[config.mk]
export PLATFORM = sky130hd
export DESIGN_NAME = pipe_stage_reg_flat
export DESIGN_NICKNAME = d
export VERILOG_FILES = /design/src/rtl/pipe_stage_reg_pkg.sv /design/src/rtl/pipe_stage_reg_if.sv /design/src/rtl/pipe_stage_reg_skid_entry.sv /design/src/rtl/pipe_stage_reg.sv /design/src/flat_wrapper.sv
export SDC_FILE = /design/constraint.sdc
export NUM_CORES = 1
export LEC_CHECK = 0
export ABC_AREA = 1
export CAP_MARGIN = 10
export CORE_MARGIN = 5
export CORE_UTILIZATION = 51
export DETAILED_ROUTE_END_ITERATION = 10
export PLACE_DENSITY = 0.89
export SYNTH_ARGS = -nofsm -noshare
export SYNTH_HDL_FRONTEND = slang
export SYNTH_SLANG_ARGS = --single-unit
[constraint.sdc]
create_clock -name clk -period 2.17 [get_ports clk]
set_input_delay 0.434 -clock clk [delete_from_list [all_inputs] [get_ports clk]]
set_output_delay 0.434 -clock clk [all_outputs]
set_load 0.05 [all_outputs]
[src/rtl/pipe_stage_reg_pkg.sv]
// Shared pipeline definitions: per-stage control bundles, their widths,
// the all-zero NOP bundle, and the occupancy encoding of a stage register.
package pipe_pkg;

  typedef struct packed {
    logic [3:0] alu_op;
    logic       alu_src;
    logic       reg_dst;
  } ex_ctrl_t;

  typedef struct packed {
    logic mem_read;
    logic mem_write;
    logic branch;
  } mem_ctrl_t;

  typedef struct packed {
    logic reg_write;
    logic mem_to_reg;
    logic link;
  } wb_ctrl_t;

  localparam int EX_CTRL_W  = $bits(ex_ctrl_t);
  localparam int MEM_CTRL_W = $bits(mem_ctrl_t);
  localparam int WB_CTRL_W  = $bits(wb_ctrl_t);

  // Control width carried by each boundary: later stages drop consumed fields.
  localparam int ID_EX_CTRL_W  = EX_CTRL_W + MEM_CTRL_W + WB_CTRL_W;
  localparam int EX_MEM_CTRL_W = MEM_CTRL_W + WB_CTRL_W;
  localparam int MEM_WB_CTRL_W = WB_CTRL_W;

  typedef struct packed {
    ex_ctrl_t  ex;
    mem_ctrl_t mem;
    wb_ctrl_t  wb;
  } id_ex_ctrl_t;

  // A bubble must never write anything: all control fields low.
  localparam id_ex_ctrl_t ID_EX_NOP = '0;

  typedef enum logic [1:0] {
    OCC_EMPTY = 2'd0,
    OCC_HALF  = 2'd1,
    OCC_FULL  = 2'd2
  } occ_state_t;

endpackage

[src/rtl/pipe_stage_reg_if.sv]
// Valid/ready handshake between two pipeline stages, upstream (in_*) and
// downstream (out_*) sides. master = the environment, slave = the stage.
interface pipe_stage_reg_if import pipe_pkg::*; #(
  parameter int DATA_W = 32,
  parameter int CTRL_W = ID_EX_CTRL_W
);
  logic              in_valid;
  logic              in_ready;
  logic [DATA_W-1:0] in_data;
  logic [CTRL_W-1:0] in_ctrl;
  logic              out_valid;
  logic              out_ready;
  logic [DATA_W-1:0] out_data;
  logic [CTRL_W-1:0] out_ctrl;

  modport master (
    output in_valid, in_data, in_ctrl, out_ready,
    input  in_ready, out_valid, out_data, out_ctrl
  );

  modport slave (
    input  in_valid, in_data, in_ctrl, out_ready,
    output in_ready, out_valid, out_data, out_ctrl
  );
endinterface

[src/rtl/pipe_stage_reg_skid_entry.sv]
// One register slot of a pipeline stage: valid flag, control and payload.
// clear wins over load; clearing always zeroes control so an empty slot is
// a NOP, and zeroes the payload only when CLEAR_DATA is set.
module pipe_skid_entry import pipe_pkg::*; #(
  parameter int DATA_W     = 32,
  parameter int CTRL_W     = ID_EX_CTRL_W,
  parameter int CLEAR_DATA = 0
) (
  input  logic              clk,
  input  logic              reset,
  input  logic              load,
  input  logic              clear,
  input  logic [DATA_W-1:0] d_data,
  input  logic [CTRL_W-1:0] d_ctrl,
  output logic              q_valid,
  output logic [DATA_W-1:0] q_data,
  output logic [CTRL_W-1:0] q_ctrl
);
  logic              valid_d, valid_q;
  logic [DATA_W-1:0] data_d, data_q;
  logic [CTRL_W-1:0] ctrl_d, ctrl_q;

  // Next slot contents: clear, load or hold.
  always_comb begin
    valid_d = valid_q;
    data_d  = data_q;
    ctrl_d  = ctrl_q;
    if (clear) begin
      valid_d = 1'b0;
      ctrl_d  = '0;
      if (CLEAR_DATA != 0) data_d = '0;
    end else if (load) begin
      valid_d = 1'b1;
      data_d  = d_data;
      ctrl_d  = d_ctrl;
    end
  end

  // Slot register; reset empties the slot and zeroes everything.
  always_ff @(posedge clk or negedge reset) begin
    if (!reset) begin
      valid_q <= 1'b0;
      data_q  <= '0;
      ctrl_q  <= '0;
    end else begin
      valid_q <= valid_d;
      data_q  <= data_d;
      ctrl_q  <= ctrl_d;
    end
  end

  assign q_valid = valid_q;
  assign q_data  = data_q;
  assign q_ctrl  = ctrl_q;
endmodule

[src/rtl/pipe_stage_reg.sv]
// Generic pipeline-stage register with valid/ready handshake, synchronous
// flush, optional two-entry skid buffer (registered in_ready) and a
// saturating bubble counter for performance monitoring.
module pipe_stage_reg import pipe_pkg::*; #(
  parameter int DATA_W     = 32,
  parameter int CTRL_W     = ID_EX_CTRL_W,
  parameter int SKID       = 1,
  parameter int CLEAR_DATA = 0,
  parameter int CNT_W      = 16
) (
  input  logic             clk,
  input  logic             reset,
  input  logic             flush,
  pipe_stage_reg_if.slave  bus,
  output logic [1:0]       occupancy,
  output logic [CNT_W-1:0] bubble_count
);
  logic              accept, emit;
  logic              h_load, h_clear, h_valid;
  logic [DATA_W-1:0] h_d_data, h_data;
  logic [CTRL_W-1:0] h_d_ctrl, h_ctrl;
  logic [CNT_W-1:0]  bubble_d, bubble_q;

  function automatic logic [CNT_W-1:0] sat_inc(input logic [CNT_W-1:0] v);
    return (&v) ? v : v + CNT_W'(1);
  endfunction

  assign accept = bus.in_valid & bus.in_ready;
  assign emit   = h_valid & bus.out_ready;

  // ---- head slot: drives the downstream side ----
  pipe_skid_entry #(
    .DATA_W(DATA_W), .CTRL_W(CTRL_W), .CLEAR_DATA(CLEAR_DATA)
  ) u_head (
    .clk(clk), .reset(reset), .load(h_load), .clear(h_clear),
    .d_data(h_d_data), .d_ctrl(h_d_ctrl),
    .q_valid(h_valid), .q_data(h_data), .q_ctrl(h_ctrl)
  );

  generate
    if (SKID != 0) begin : g_skid
      logic              s_load, s_clear, s_valid;
      logic [DATA_W-1:0] s_data;
      logic [CTRL_W-1:0] s_ctrl;
      logic [1:0]        occ_d;
      logic              in_ready_d, in_ready_q;

      // ---- skid slot: catches the beat accepted while the head stalls ----
      pipe_skid_entry #(
        .DATA_W(DATA_W), .CTRL_W(CTRL_W), .CLEAR_DATA(CLEAR_DATA)
      ) u_skid (
        .clk(clk), .reset(reset), .load(s_load), .clear(s_clear),
        .d_data(bus.in_data), .d_ctrl(bus.in_ctrl),
        .q_valid(s_valid), .q_data(s_data), .q_ctrl(s_ctrl)
      );

      assign occupancy = {1'b0, h_valid} + {1'b0, s_valid};

      // Slot steering per occupancy state; the skid refills the head on emit.
      always_comb begin
        h_load   = 1'b0;
        h_clear  = 1'b0;
        s_load   = 1'b0;
        s_clear  = 1'b0;
        h_d_data = bus.in_data;
        h_d_ctrl = bus.in_ctrl;
        if (flush) begin
          h_clear = 1'b1;
          s_clear = 1'b1;
        end else begin
          case (occ_state_t'(occupancy))
            OCC_EMPTY: h_load = accept;
            OCC_HALF: begin
              if (accept && emit)  h_load  = 1'b1;
              else if (accept)     s_load  = 1'b1;
              else if (emit)       h_clear = 1'b1;
            end
            OCC_FULL: begin
              if (emit) begin
                h_load   = 1'b1;
                h_d_data = s_data;
                h_d_ctrl = s_ctrl;
                s_clear  = 1'b1;
              end
            end
            default: ;
          endcase
        end
      end

      // Ready for next cycle depends only on next occupancy, never on out_ready now.
      always_comb begin
        occ_d      = flush ? 2'd0 : occupancy + {1'b0, accept} - {1'b0, emit};
        in_ready_d = (occ_d < 2'd2);
      end

      // Registered in_ready; low while in reset.
      always_ff @(posedge clk or negedge reset) begin
        if (!reset) in_ready_q <= 1'b0;
        else        in_ready_q <= in_ready_d;
      end

      assign bus.in_ready = in_ready_q;
    end else begin : g_single
      assign occupancy    = {1'b0, h_valid};
      assign bus.in_ready = !h_valid | bus.out_ready;

      // Single slot: accept replaces the head, a bare emit empties it.
      always_comb begin
        h_d_data = bus.in_data;
        h_d_ctrl = bus.in_ctrl;
        h_load   = !flush && accept;
        h_clear  = flush || (emit && !accept);
      end
    end
  endgenerate

  // ---- output side: an invalid head always looks like a NOP ----
  assign bus.out_valid = h_valid;
  assign bus.out_ctrl  = h_valid ? h_ctrl : '0;
  assign bus.out_data  = (CLEAR_DATA != 0 && !h_valid) ? '0 : h_data;

  // Count cycles where downstream was ready but nothing was offered.
  always_comb begin
    bubble_d = bubble_q;
    if (bus.out_ready && !h_valid) bubble_d = sat_inc(bubble_q);
  end

  // Bubble counter; only reset clears it.
  always_ff @(posedge clk or negedge reset) begin
    if (!reset) bubble_q <= '0;
    else        bubble_q <= bubble_d;
  end

  assign bubble_count = bubble_q;
endmodule
[src/flat_wrapper.sv]
// flat-port wrapper written by rule: the top's interface ports become plain ports
module pipe_stage_reg_flat import pipe_pkg::*;
#(
  parameter int DATA_W     = 32,
  parameter int CTRL_W     = ID_EX_CTRL_W,
  parameter int SKID       = 1,
  parameter int CLEAR_DATA = 0,
  parameter int CNT_W      = 16
)
  (clk, reset, flush, occupancy, bubble_count, bus_in_valid, bus_in_data, bus_in_ctrl, bus_out_ready, bus_in_ready, bus_out_valid, bus_out_data, bus_out_ctrl);
  pipe_stage_reg_if #(.DATA_W(DATA_W), .CTRL_W(CTRL_W)) bus_i ();
  input  logic clk;
  input  logic reset;
  input  logic flush;
  output logic [1:0] occupancy;
  output logic [CNT_W-1:0] bubble_count;
  input wire logic [$bits(bus_i.in_valid)-1:0] bus_in_valid;
  input wire logic [$bits(bus_i.in_data)-1:0] bus_in_data;
  input wire logic [$bits(bus_i.in_ctrl)-1:0] bus_in_ctrl;
  input wire logic [$bits(bus_i.out_ready)-1:0] bus_out_ready;
  output wire logic [$bits(bus_i.in_ready)-1:0] bus_in_ready;
  output wire logic [$bits(bus_i.out_valid)-1:0] bus_out_valid;
  output wire logic [$bits(bus_i.out_data)-1:0] bus_out_data;
  output wire logic [$bits(bus_i.out_ctrl)-1:0] bus_out_ctrl;
  assign bus_i.in_valid = bus_in_valid;
  assign bus_i.in_data = bus_in_data;
  assign bus_i.in_ctrl = bus_in_ctrl;
  assign bus_i.out_ready = bus_out_ready;
  assign bus_in_ready = bus_i.in_ready;
  assign bus_out_valid = bus_i.out_valid;
  assign bus_out_data = bus_i.out_data;
  assign bus_out_ctrl = bus_i.out_ctrl;
  pipe_stage_reg #(.DATA_W(DATA_W), .CTRL_W(CTRL_W), .SKID(SKID), .CLEAR_DATA(CLEAR_DATA), .CNT_W(CNT_W)) u_core (.clk(clk), .reset(reset), .flush(flush), .bus(bus_i), .occupancy(occupancy), .bubble_count(bubble_count));
endmodule
---- Word level (Yosys, flattened, before mapping) ----
Cells that the tools add are included.
storage, ports and cells
  bits in latches ......................... 0
  bits in writable memories ............... 0
  flip-flop bits (word level) ............. 107
  input bits .............................. 49
  memories ................................ 0
  bits in read-only memories .............. 0
  logic and storage cells ................. 60
cells by class
  multiplexer cells ....................... 30
  reduce and logical (&&, ||, !) cells .... 10
  div/mod/pow operators ................... 0
  add/sub/neg operators ................... 4
  shifts and indexed selects .............. 0
  equal/unequal tests ..................... 2
  multipliers ............................. 0
  order comparisons ....................... 1
  bitwise logic cells ..................... 5
operator list
  cell                                                 number
  2-to-1 mux 12 bit                                    8
  2-to-1 mux 32 bit                                    3
  2-to-1 mux 1 bit                                     17
  adder 16 x 1 -> 16 bit, second input constant        1
  AND reduction 16 bit                                 1
  AND reduction 2 bit                                  3
  nonzero test 2 bit                                   2
  NOT 1 bit                                            3
  case mux 1 bit (3 select lines)                      1
  adder 1 x 1 -> 2 bit                                 1
  adder 2 x 1 -> 2 bit                                 1
  AND 1 bit                                            2
  equality test 2 x 1 -> 1 bit, second input constant  1
  equality test 2 bit, second input constant           1
  logical AND 1 bit                                    2
  logical NOT 2 bit                                    1
  < comparator 2 bit, second input constant            1
  2-to-1 mux 2 bit                                     1
  subtractor 2 x 1 -> 2 bit                            1
  logical NOT 1 bit                                    1

---- Longest topological paths before layout ----
  depth after elaboration ................. 8
  mapped depth ............................ 11
  gate-level depth less buffers ........... 9

---- Hierarchy ----
A second synthesis with hierarchy kept.
unflattened totals
  cell total of the unflattened synthesis .. 643
  area total of the unflattened synthesis .. 5561.6 µm²
modules (own cells, without submodules)
  module           times used  cells an instance  area each (µm²)  sequential area each (µm²)
  pipe_skid_entry  2           195                1778.0           1126.1
  pipe_stage_reg   1           253                2005.7           425.4

---- Worst setup path after synthesis ----
OpenSTA, ideal clock, no wires.
  path kind ............................... reg-to-reg
  from .................................... register u_core.u_head.valid_q (netlist: u_core.u_head.q_valid)
  to ...................................... register u_core.u_head.data_q[0] (netlist: u_core.u_head.q_data[0])
  stages on the path, launching flop included .. 12
  library setup time ...................... 132 ps
  slack ................................... -291 ps
  data arrival time ....................... 2329 ps
  period minus slack after synthesis ...... 2461 ps
  path buffers ............................ 2
  data required time ...................... 2038 ps
  path through ............................ dfrtp_1 inv_1 ha_1 inv_1 o21bai_1 nand2_1 nand2_2 nand2_2 buf_4 buf_6 nand2_1 o21ai_1
RTL lines
  element                                                                  line                             source
  start: declaration                                                       pipe_stage_reg_skid_entry.sv:19  logic valid_d, valid_q;
  start signal: assignment                                                 pipe_stage_reg_skid_entry.sv:46  valid_q <= valid_d;
  adder 1 x 1 -> 2 bit *                                                   pipe_stage_reg.sv:57             assign occupancy = {1'b0, h_valid} + {1'b0, s_valid};
  named net occupancy[0]                                                   flat_wrapper.sv:15               output logic [1:0] occupancy;
  branches (longest 5 deep; another with case mux 1 bit (3 select lines))  -
  end signal: assignment                                                   pipe_stage_reg_skid_entry.sv:47  data_q <= data_d;
  end: declaration                                                         pipe_stage_reg_skid_entry.sv:20  logic [DATA_W-1:0] data_d, data_q;
Mark *: on every way through the listed nets, which the timed path passes.
A chain may end at the register's enable or synchronous reset.

---- Final worst setup path ----
  from .................................... register u_core.bubble_q[14] (netlist: u_core.bubble_count[14])
  to ...................................... output bubble_count[14]
RTL lines
  element                   line                   source
  start: declaration        pipe_stage_reg.sv:22   logic [CNT_W-1:0] bubble_d, bubble_q;
  start signal: assignment  pipe_stage_reg.sv:132  else bubble_q <= bubble_d;
  end: declaration          flat_wrapper.sv:16     output logic [CNT_W-1:0] bubble_count;
No word-level cell between the ends.

==> metrics.md <==
| Metric | Value |
|---|---|
| Leak pwr | `3.32 nW` |
| First-pass GRT wire length | `20500 um` |
| TritonCTS clock tree | `built` |
| Most frequent cells in the layout | `132 x nand2_1, 106 x dfrtp_1, 92 x clkdlybuf4s50_1, 86 x inv_1, 83 x nor2_1` |
| Layout cells sized above 1 | `0.0709` |
| Mapped Avg Cell Area | `~7.9 um^2` |
| CTS buffer count | `9` |
| PnR Total Power | `slightly below 9 mW` |
| GRT Total Usage | `0.217` |
| Worst Path Max Fanout | `6` |
| Die Ht | `110 um` |
| Initial Utilization | `0.520` |
| Max-Cap Viols | `0` |
| Min Tclk post-route | `roughly 2.1 ns` |
| Top Usage Layer GRT | `met2` |
| Clk_skew | `0.0101 ns` |
| Data required, critical path | `1.74 ns` |
| Crit path buffers/inverters | `1` |
| Fmax | `476 MHz` |
| Port bufs | `between 100 and 150` |
| Top FF cell, synth | `dfrtp_1` |
| CTS Buffer Depth | `2` |
| CTS root buffer | `clkbuf_8` |
| Critical path launch point type | `register` |
| Top delay family on crit path | `buffers and inverters` |
| Ant diodes | `0` |
| Grt ovf | `0` |
| Mapped Cells | `637` |
| Count of pins over their slew limit | `0` |
| Synthesis-to-finish area growth | `29.0%` |
| Post-synth EDFFs | `0` |
| Netlist cell types | `25` |
| Slew headroom | `0.644` |
| Worst Hold Class | `in2async` |
| Critical path type | `reg2out` |
| Global routing usage on met2 | `0.364` |
| Fillcell total | `785` |
| YS warnings | `0` |
| Vias in the first global route | `4476` |
| Worst-Skew Late Latency | `between 0.3 and 0.4 ns` |
| Final count of negative-setup-slack endpoints | `0` |
| Crit path DAT | `between 1.5 and 2 ns` |
| Syn_nets | `690` |
| Post-Syn Area | `5060 um^2` |
| Met1 Use GR | `0.278` |
| H-Tree Level Count | `3` |
| Sequential share of the synthesized area | `0.529` |
| Via count | `around 4600` |
| IO Count | `113` |
| Nets | `796` |
| Largest net degree at the start of global routing | `89` |
| Final period util | `0.969` |
| Gp weighted congestion | `0.860` |
| Core area | `9730 um^2` |
| RSZ-0062 raised after global routing | `false` |
| M3 GR Usage | `0.0470` |
| Crit path capture type | `output port` |
| Least-Margin Pin Slew | `0.532 ns` |
| Peak VDD IR | `879 uV` |
| Pwr/cell area | `around 1400 nW/um^2` |
| # hold bufs at CTS | `0` |
| Die ar. | `approximately 12000 um^2` |
| FFs w/ async S/R, synth | `1.00` |
| CTS Sinks | `107` |
| Per-cell routed wire length | `~14 um` |
| Die width | `roughly 110 um` |
| Iteration-0 DRC count of the detailed router | `around 230` |
| # DRC | `0` |
| Most common cell after layout, fill and taps aside | `nand2_1` |
| Num rows | `36` |
| FF+latch count, synth | `107` |
| Slowest cell on crit path | `clkdlybuf4s50_1` |
| Initial antenna violation count | `0` |
| Hpwl dp | `roughly 8800 um` |
| Final Hold Fails | `0` |
| First-pass DRT Iterations | `4` |
| Clock Pin Slew Worst Setup and Hold Paths | `0.10 ns` |
| Setup TNS Final | `0 ns` |
| Post-CTS Setup Bufs | `0` |
| CP cell instances | `clkdlybuf4s50_1` |
| Drt total wl | `12500 um` |
| Outcome | `finished, final reports clean` |
| Slowest stage delay, CP | `between 0.8 and 0.9 ns` |
| Routed vias/inst | `5.19` |
| Antenna Nets Post-Route | `0` |
## metrics by stage
stage,setup slack (ns),instance area [um^2],hold slack [ns],util,std cells
floorplan,0.0266,5060,0.138,-,637
CTS,0.00848,6520,0.0325,0.670,881
global route,0.0191,6530,0.0512,0.671,881
finish,0.0679,6530,0.0368,0.671,881
detailed placement,0.169,6340,0.448,0.652,865
global placement,0.243,6340,0.449,0.652,865
## cell type report
cell class	count	area, um^2	area share
Inverter	87	327	0.0500
Tap cell	133	166	0.0255
Sequential cell	107	2680	0.410
Clock inverter	3	40.0	0.00613
Multi-Input combinational cell	411	1900	0.291
Clock buffer	13	139	0.0213
Timing Repair Buffer	127	1270	0.195
## Yosys cell counts, types with 2 or more instances
library cell  number  area [um^2]
a21oi_1           64          320
nand2_1          132          495
dfrtp_1          107         2680
o22ai_1           12         75.1
buf_6              3         33.8
clkbuf_1          19         71.3
nor2_1            83          312
ha_1               4         50.1
nand4_1            3         18.8
buf_4              2         15.0
nand3_1           40          200
nand2_2            3         18.8
o21ai_0           34          170
o21ai_1           21          105
xnor2_1            2         17.5
inv_1             86          323
xor2_1             7         61.3
buf_2              8         40.0
## worst paths after layout
path | start | to | slack, ns | cells past startpoint
hold / removal | reset | u_core.u_head.q_ctrl[11] | 0.04 | 1
max in group asynchronous | reset | u_core.u_head.q_data[8] | 1.49 | 2
hold reg to reg | u_core.u_head.q_data[11] | u_core.u_head.q_data[11] | 0.50 | 2
setup / recovery | u_core.bubble_count[14] | bubble_count[14] | 0.07 | 1
setup reg to reg | u_core.u_head.q_valid | u_core.u_head.q_data[12] | 0.28 | 9
min in group clk | u_core.u_head.q_data[11] | u_core.u_head.q_data[11] | 0.50 | 2
## where the power goes
group	switching (mW)	total [mW]	internal, mW
combinational	2.96	4.44	1.47
clock	0.640	1.17	0.533
sequential	0.479	3.24	2.76
## cells by family (layout without fill, tap and decap cells)
logic type      Yosys count  in the layout  share of synthesized area
simple gates            264            264                      0.212
flops                   107            107                      0.529
xor+xnor                  9              9                     0.0156
compound gates          134            134                      0.137
buf+inv                 119            230                     0.0962
fa+ha+maj                 4              4                    0.00989
## state kept, by name, summed over array words and instances (netlist names)
| register | cells |
|---|---|
| u_core.bubble_count | 16 |
| u_core.g_skid.u_skid.q_valid | 1 |
| u_core.bus.in_ready | 1 |
| u_core.u_head.q_valid | 1 |
| u_core.u_head.q_data | 32 |
| u_core.g_skid.u_skid.q_ctrl | 12 |
| u_core.u_head.q_ctrl | 12 |
| u_core.g_skid.u_skid.q_data | 32 |
## metal layers
layer	share of wire	routed length [um]	up-vias
li1	-	-	2221
met1	0.41	5070	2164
met2	0.50	6270	167
met3	0.074	927	24
met4	0.018	219	0
met5	0	0	-
## timing repair
action | CTS | global route
resized for setup | 1 | 3
hold endpoints to repair | 0 | 0
endpoints found under the setup margin | 1 | 3
No activity file was read; power rests on OpenSTA's default activity.
